[src/rtl/mul_issue_pkg.sv]
// Shared definitions for the multiplier issue controller.
//   - state_t     : controller FSM encoding (also exported on dbg_state)
//   - MUL_WIDTH   : default operand width
//   - MAX_SETTLE  : largest settle interval the 8-bit timer can express
//   - CNT_W       : settle timer width
package mul_issue_pkg;

  localparam int MUL_WIDTH  = 32;
  localparam int MAX_SETTLE = 255;
  localparam int CNT_W      = 8;

  typedef enum logic [1:0] {
    IDLE    = 2'd0,
    SETTLE  = 2'd1,
    SEND_LO = 2'd2,
    SEND_HI = 2'd3
  } state_t;

endpackage

[src/rtl/mul_issue_ctrl_if.sv]
// Operand-in / result-out handshake bundle for mul_issue_ctrl.
//
// Handshake rule (both channels): a transfer happens on a rising clock edge
// where valid and ready are both 1. The source holds valid and its payload
// stable until that edge; ready may change freely.
//
//   in_valid/in_ready/in_a/in_b         : operand pair channel
//   out_valid/out_ready/out_data/out_hi : result beat channel (low, then high)
//
// Modports: slave = the controller, master = the environment driving it.
interface mul_issue_ctrl_if #(
  parameter int WIDTH = 32
);
  logic             in_valid;
  logic             in_ready;
  logic [WIDTH-1:0] in_a;
  logic [WIDTH-1:0] in_b;
  logic             out_valid;
  logic             out_ready;
  logic [WIDTH-1:0] out_data;
  logic             out_hi;

  modport slave (
    input  in_valid, in_a, in_b, out_ready,
    output in_ready, out_valid, out_data, out_hi
  );

  modport master (
    output in_valid, in_a, in_b, out_ready,
    input  in_ready, out_valid, out_data, out_hi
  );
endinterface

[src/rtl/mul_settle_timer.sv]
// Loadable down-counter timing the multiplier settle interval.
//   clk, rst   : clock, asynchronous active-high reset (count -> 0)
//   i_load     : load i_load_val (has priority over i_en)
//   i_load_val : value to load
//   i_en       : decrement by one; holds at zero
//   o_zero     : count is zero
module mul_settle_timer
  import mul_issue_pkg::*;
(
  input  logic             clk,
  input  logic             rst,
  input  logic             i_load,
  input  logic [CNT_W-1:0] i_load_val,
  input  logic             i_en,
  output logic             o_zero
);

  logic [CNT_W-1:0] r_count;

  always_ff @(posedge clk or posedge rst) begin
    if (rst) begin
      r_count <= '0;
    end else if (i_load) begin
      r_count <= i_load_val;
    end else if (i_en && (r_count != '0)) begin
      r_count <= r_count - 1'b1;
    end
  end

  assign o_zero = (r_count == '0);

endmodule

[src/rtl/mul_issue_ctrl.sv]
// Sequential front/back-end for an external combinational array multiplier.
// Latches an operand pair, holds it on mul_a/mul_b for SETTLE_CYCLES clocks,
// samples mul_c and returns the product as a low beat then a high beat.
//
// Parameters: WIDTH (operand width), SETTLE_CYCLES (1..255).
// Ports:
//   clk, rst    : clock, asynchronous active-high reset
//   bus         : operand/result handshakes (mul_issue_ctrl_if.slave)
//   mul_a/mul_b : held operands to the multiplier
//   mul_c       : multiplier product
//   busy        : controller is not IDLE
//   dbg_state   : current FSM state
// Optional: MUL_ZERO_SKIP_EN - a zero operand skips the settle wait and
// returns a zero product directly.
module mul_issue_ctrl
  import mul_issue_pkg::*;
#(
  parameter int WIDTH         = MUL_WIDTH,
  parameter int SETTLE_CYCLES = 4
) (
  input  logic               clk,
  input  logic               rst,
  mul_issue_ctrl_if.slave    bus,
  output logic [WIDTH-1:0]   mul_a,
  output logic [WIDTH-1:0]   mul_b,
  input  logic [2*WIDTH-1:0] mul_c,
  output logic               busy,
  output state_t             dbg_state
);

  // Counter starts at SETTLE_CYCLES-1 so it reads zero on the edge
  // SETTLE_CYCLES after acceptance.
  localparam logic [CNT_W-1:0] LOAD_VAL = CNT_W'(SETTLE_CYCLES - 1);

  state_t             r_state;
  state_t             w_next;
  logic [WIDTH-1:0]   r_mul_a;
  logic [WIDTH-1:0]   r_mul_b;
  logic [2*WIDTH-1:0] r_prod;
  logic               w_accept;
  logic               w_zero_op;
  logic               w_timer_zero;

  assign w_accept = bus.in_valid && (r_state == IDLE);

`ifdef MUL_ZERO_SKIP_EN
  assign w_zero_op = (bus.in_a == '0) || (bus.in_b == '0);
`else
  assign w_zero_op = 1'b0;
`endif

  mul_settle_timer u_timer (
    .clk        (clk),
    .rst        (rst),
    .i_load     (w_accept),
    .i_load_val (LOAD_VAL),
    .i_en       (r_state == SETTLE),
    .o_zero     (w_timer_zero)
  );

  // State register
  always_ff @(posedge clk or posedge rst) begin
    if (rst) begin
      r_state <= IDLE;
    end else begin
      r_state <= w_next;
    end
  end

  // Next-state logic
  always_comb begin
    w_next = r_state;
    case (r_state)
      IDLE:    if (w_accept) w_next = w_zero_op ? SEND_LO : SETTLE;
      SETTLE:  if (w_timer_zero) w_next = SEND_LO;
      SEND_LO: if (bus.out_ready) w_next = SEND_HI;
      SEND_HI: if (bus.out_ready) w_next = IDLE;
      default: w_next = IDLE;
    endcase
  end

  // Operand and product datapath
  always_ff @(posedge clk or posedge rst) begin
    if (rst) begin
      r_mul_a <= '0;
      r_mul_b <= '0;
      r_prod  <= '0;
    end else begin
      if (w_accept) begin
        r_mul_a <= bus.in_a;
        r_mul_b <= bus.in_b;
      end
      if (w_accept && w_zero_op) begin
        r_prod <= '0;
      end else if ((r_state == SETTLE) && w_timer_zero) begin
        r_prod <= mul_c;
      end
    end
  end

  // Output logic. in_ready is masked by rst so nothing is offered while
  // the block is held in reset.
  always_comb begin
    bus.in_ready  = (r_state == IDLE) && !rst;
    bus.out_valid = 1'b0;
    bus.out_data  = '0;
    bus.out_hi    = 1'b0;
    case (r_state)
      SEND_LO: begin
        bus.out_valid = 1'b1;
        bus.out_data  = r_prod[WIDTH-1:0];
      end
      SEND_HI: begin
        bus.out_valid = 1'b1;
        bus.out_data  = r_prod[2*WIDTH-1:WIDTH];
        bus.out_hi    = 1'b1;
      end
      default: ;
    endcase
  end

  assign mul_a     = r_mul_a;
  assign mul_b     = r_mul_b;
  assign busy      = (r_state != IDLE);
  assign dbg_state = r_state;

endmodule

[src/flat_wrapper.sv]
// flat-port wrapper written by rule: the top's interface ports become plain ports
module mul_issue_ctrl_flat import mul_issue_pkg::*;
#(
  parameter int WIDTH         = MUL_WIDTH,
  parameter int SETTLE_CYCLES = 4
)
  (clk, rst, mul_a, mul_b, mul_c, busy, dbg_state, bus_in_valid, bus_in_a, bus_in_b, bus_out_ready, bus_in_ready, bus_out_valid, bus_out_data, bus_out_hi);
  mul_issue_ctrl_if #(.WIDTH(WIDTH)) bus_i ();
  input  logic clk;
  input  logic rst;
  output logic [WIDTH-1:0] mul_a;
  output logic [WIDTH-1:0] mul_b;
  input  logic [2*WIDTH-1:0] mul_c;
  output logic busy;
  output state_t dbg_state;
  input wire logic [$bits(bus_i.in_valid)-1:0] bus_in_valid;
  input wire logic [$bits(bus_i.in_a)-1:0] bus_in_a;
  input wire logic [$bits(bus_i.in_b)-1:0] bus_in_b;
  input wire logic [$bits(bus_i.out_ready)-1:0] bus_out_ready;
  output wire logic [$bits(bus_i.in_ready)-1:0] bus_in_ready;
  output wire logic [$bits(bus_i.out_valid)-1:0] bus_out_valid;
  output wire logic [$bits(bus_i.out_data)-1:0] bus_out_data;
  output wire logic [$bits(bus_i.out_hi)-1:0] bus_out_hi;
  assign bus_i.in_valid = bus_in_valid;
  assign bus_i.in_a = bus_in_a;
  assign bus_i.in_b = bus_in_b;
  assign bus_i.out_ready = bus_out_ready;
  assign bus_in_ready = bus_i.in_ready;
  assign bus_out_valid = bus_i.out_valid;
  assign bus_out_data = bus_i.out_data;
  assign bus_out_hi = bus_i.out_hi;
  mul_issue_ctrl #(.WIDTH(WIDTH), .SETTLE_CYCLES(SETTLE_CYCLES)) u_core (.clk(clk), .rst(rst), .bus(bus_i), .mul_a(mul_a), .mul_b(mul_b), .mul_c(mul_c), .busy(busy), .dbg_state(dbg_state));
endmodule
[config.mk]
export PLATFORM = sky130hd
export DESIGN_NAME = mul_issue_ctrl_flat
export DESIGN_NICKNAME = d
export VERILOG_FILES = /design/src/rtl/mul_issue_pkg.sv /design/src/rtl/mul_issue_ctrl_if.sv /design/src/rtl/mul_settle_timer.sv /design/src/rtl/mul_issue_ctrl.sv /design/src/flat_wrapper.sv
export SDC_FILE = /design/constraint.sdc
export NUM_CORES = 1
export LEC_CHECK = 0
export CELL_PAD_IN_SITES_DETAIL_PLACEMENT = 0
export CELL_PAD_IN_SITES_GLOBAL_PLACEMENT = 1
export CORE_ASPECT_RATIO = 0.8
export CORE_UTILIZATION = 35
export CTS_CLUSTER_DIAMETER = 100
export DETAILED_ROUTE_END_ITERATION = 8
export GPL_TIMING_DRIVEN = 0
export PLACE_DENSITY_LB_ADDON = 0.1
export SLEW_MARGIN = 20
export SYNTH_ARGS = -nofsm -noshare
export SYNTH_HDL_FRONTEND = slang
export SYNTH_SLANG_ARGS = --single-unit
[constraint.sdc]
create_clock -name clk -period 14.65 [get_ports clk]
set_input_delay 3.6625 -clock clk [delete_from_list [all_inputs] [get_ports clk]]
set_output_delay 3.6625 -clock clk [all_outputs]
set_load 0.1 [all_outputs]
### Word level (Yosys, flattened, before mapping)

Index checks and enable logic that the tools add are counted.

* output and inout bits: 102
* bits in registers: 138

* multiplexer cells: 10
* add/subtract/negate cells: 1
* reductions and logical operators: 12
* equality and inequality tests: 7

Operators with widths (number)
* $pmux 32 s2: 1
* $mux 8: 2
* $logic_not 8->1: 1
* $mux 2: 4
* $pmux 2 s4: 1
* $reduce_bool 8->1: 1
* $sub 8x1->8 const B: 1
* $ne 2x2->1 const B: 3
* $eq 2x2->1 const B: 2
* $logic_and 1x1->1: 4
* $reduce_and 4->1: 1
* $reduce_bool 2->1: 2
* $eq 2x1->1 const B: 1
* $logic_not 2->1: 1
* $mux 1: 2
* $ne 2x1->1 const B: 1
* $reduce_or 2->1: 1
* $logic_not 1->1: 1

### Depth between registers and ports, before layout

* word-level depth: 4
* mapped depth: 8

### By module

From an unflattened synthesis, not the netlist that was laid out.

* cell total of the unflattened synthesis: 388
* area, all modules: 5776.8 µm²

By module, submodules not included
* mul_issue_ctrl: area each 5281.3 µm², cells an instance 335, sequential area each 3253.1 µm², instances 1
* mul_settle_timer: area each 495.5 µm², cells an instance 53, sequential area each 200.2 µm², instances 1

### Least setup slack after synthesis

OpenSTA, ideal clock, no wires.

* kind: input -> output
* start: input port rst
* end: output port bus_in_ready
* slack: 6.072 ns
* path buffers: 0
* stages: 1
* data arrival time: 4.916 ns
* path through: nor2_1

* word-level cells in the longest chain between the ends: 2

RTL lines
* start, declared: RTL line flat_wrapper.sv:10 `input logic rst;`
* $logic_not 1->1 (no source line)
* $logic_and 1x1->1: RTL line mul_issue_ctrl.sv:104 `bus.in_ready = (r_state == IDLE) && !rst;`
* end, declared: RTL line flat_wrapper.sv:20 `output wire logic [$bits(bus_i.in_ready)-1:0] bus_in_ready;`

Every way passes these cells.

### Final worst setup path

Same ends and word-level chain as after synthesis.

==> results_dict.tcl <==
set metrics [dict create \
    timing.critical_path.fanout_max 2 \
    ir_drop_uv 67.1 \
    synth.ff_latch_count 138 \
    worst_setup_path_startpoint "rst" \
    timing.rr.start "u_core.u_timer.r_count[0]" \
    core-area_sq_mm 0.0160 \
    synthesis.instances 512 \
    port_buffers 233 \
    placedCellCount 961 \
    most_frequent_cells_in_the_layout "233 x clkdlybuf4s50_1, 197 x nand2_1, 138 x dfrtp_1" \
    cts-resized-gates 0 \
    cap_violations 0 \
    filler_cells 1404 \
    placement.cell_area_sq_mm 0.00843 \
    yosys_warnings 0 \
    register_to_register_setup_slack_ns 12.06 \
    antennaDiodeCount 0 \
    clock_insertion_delay_worst_skew_ns 0.41 \
    firstDrtPassIters 5 \
    final_core_utilization 0.563 \
    seq_area_frac_synth 0.596 \
    p_per_area_mw_per_mm2 96.3 \
    multiInputGateArea_sq_mm 0.00216 \
    clk_transition_reported_paths_ns 0.05 \
    run_status "finished, final reports clean" \
    global_route_wire_length_before_repair_mm 25.6 \
    timing_worst_setup_path_type "in2out" \
    tritoncts_clock_tree "built" \
    floorplan.die.width_um 146 \
    worst_setup_path_end_kind "output port" \
    cts_buffer_count 17 \
    async_flop_share 1.00 \
    number_of_antenna_violations_at_the_first_check_in_global_routing 0 \
    tns_ns 0 \
    report.final.setup_viol 0 \
    placement_setup_slack_ns 5.52 \
    grt_usage 0.195 \
    final_min_period_ns 9.12 \
    worst_setup_path_start_kind "input pin" \
    synth_top_area_share 0.596 \
    layout.cells.most_common "clkdlybuf4s50_1" \
    post_cts_hold_buffer_count 0 \
    cts-root-to-sink-buffers 2 \
    layout-drive-gt1-share 0.138 \
    achievable-frequency_ghz 0.110 \
    gp_congestion 0.746 \
    globalRouteOverflowTotal 0 \
    drt-total-wl_mm 15.8 \
    grt_start_max_net_pins 99 \
    synth_cell_types 33 \
    h-tree-depth 4 \
    hold_ws_ns 0.472 \
    die_y_um 117 \
    ant_nets 0 \
    row_count 41 \
    synth_top_flop_cell "dfrtp_1" \
    wl_per_cell_um 16.0 \
    layout_worst_path_cycle_share 0.623 \
    endpoint "bus_in_ready" \
    hold_path.startpoint "u_core.mul_b[13]" \
    power.leakage_nw 4.15 \
    post-dp-hpwl_mm 11.5 \
    netlist.top_cell.by_area "dfrtp_1" \
    initial_util 0.362 \
    finalHoldViolCount 0 \
    timing_max_transition_violations_final 0 \
    instances_no_fill 992 \
    reg2reg_depth 6 \
    max-slew-margin-rel 0.293 \
    nNetsFinal 904 \
    fin_skew_ns 0.0113 \
    post_drt_via_cell_ratio 4.60 \
    cts_num_sinks 138 \
    critPathArrivalTime_ns 5.46 \
    storage_element_area_sq_mm 0.00345 \
    drt_drc_violations_left 0 \
    drtIter0Drc 216 \
    synth.cell_area_sq_mm 0.00580 \
    syn_avg_cell_area_sq_um 11.3 \
    cts.repair_timing.setup_buffer_count 0 \
    power_total_mw 0.868 \
    area_growth_syn_to_layout_pct 55.5 \
    worst-endpoint-required_ns 10.99 \
    post-route-cell-area_sq_mm 0.00901 \
    num_vias 4568 \
    rr_endpoint "u_core.dbg_state[1]" \
    top_level_ports 234 \
    final.setup.worst_slack_ns 5.53 \
    die-area_sq_mm 0.0171 \
    ys_top_cells_by_area "dfrtp_1 60%, nand2_1 13%, mux2_2 9.3%" \
    postSynthNetCount 651 \
    least_margin_pin_slew_ns 1.06 \
    first_global_vias 4971 \
    synth_edf_count 0 \
    setup_repair_after_global_routing_missed_its_margin "false" \
    hp-class "reg2reg" \
    ctsRootBufferMaster "clkbuf_16" \
]
-- where the power goes --
group | switching [mW] | internal, mW | total (mW)
Clock | 0.161 | 0.259 | 0.419
Sequential | 0.00464 | 0.390 | 0.395
Combinational | 0.0147 | 0.0390 | 0.0537
Total | 0.180 | 0.688 | 0.868
-- Yosys cell counts (2+ instances only) --
cell / n
o2111ai_1: 2
a21oi_1: 4
o21ai_0: 3
mux2_4: 17
ha_1: 7
dfrtp_1: 138
mux2_2: 48
xnor2_1: 2
nor2_1: 7
a22o_1: 32
nand3_1: 2
nand2_1: 197
buf_1: 4
clkbuf_1: 19
inv_1: 7
buf_6: 6
-- worst min-delay path by stage --
stage | slack [ns] | cells after the start | to
2_1_floorplan | 0.48 | 1 | u_core.r_prod[34]
3_3_place_gp | 0.46 | 2 | u_core.mul_b[31]
3_5_place_dp | 0.46 | 2 | u_core.mul_a[10]
4_1_cts | 0.48 | 2 | u_core.mul_b[13]
5_1_grt | 0.50 | 2 | u_core.mul_b[22]
6_report | 0.47 | 2 | u_core.mul_b[13]
-- layout make-up --
class,instances,share of cell area
Timing Repair Buffer,234,0.262
Inverter,7,0.00375
Multi-Input combinational cell,338,0.240
Tap cell,215,0.0298
Clock inverter,10,0.0133
Sequential cell,138,0.383
Clock buffer,21,0.0511
Buffer,29,0.0171
-- kinds of logic after synthesis --
group                      Yosys count  synth area share
AOI/OAI and AO/OA                   44            0.0619
and+or+nand+nor                    218             0.153
buffers and inverters               36            0.0311
adders and majority gates            7            0.0151
DFF                                138             0.596
xor gates and xnor gates             3           0.00453
muxes                               66             0.139
-- metal layers --
metal / global-route usage / share of wire / wire (um)
met5: 0 / 0 / 0
met4: 0.0646 / 0.016 / 248
met3: 0.0853 / 0.087 / 1370
met2: 0.316 / 0.46 / 7300
met1: 0.236 / 0.44 / 6910
-- critical path, cell delays in order --
cell,delay [ns]
clkdlybuf4s50_1,0.52
nor2_1,0.14
clkdlybuf4s50_1,1.14
-- sequential cells by signal, summed over array words and instances (netlist names) --
register                flops
u_core.mul_b               32
u_core.r_prod              64
u_core.mul_a               32
u_core.dbg_state            2
u_core.u_timer.r_count      8
(Power assumes the default switching activity.)
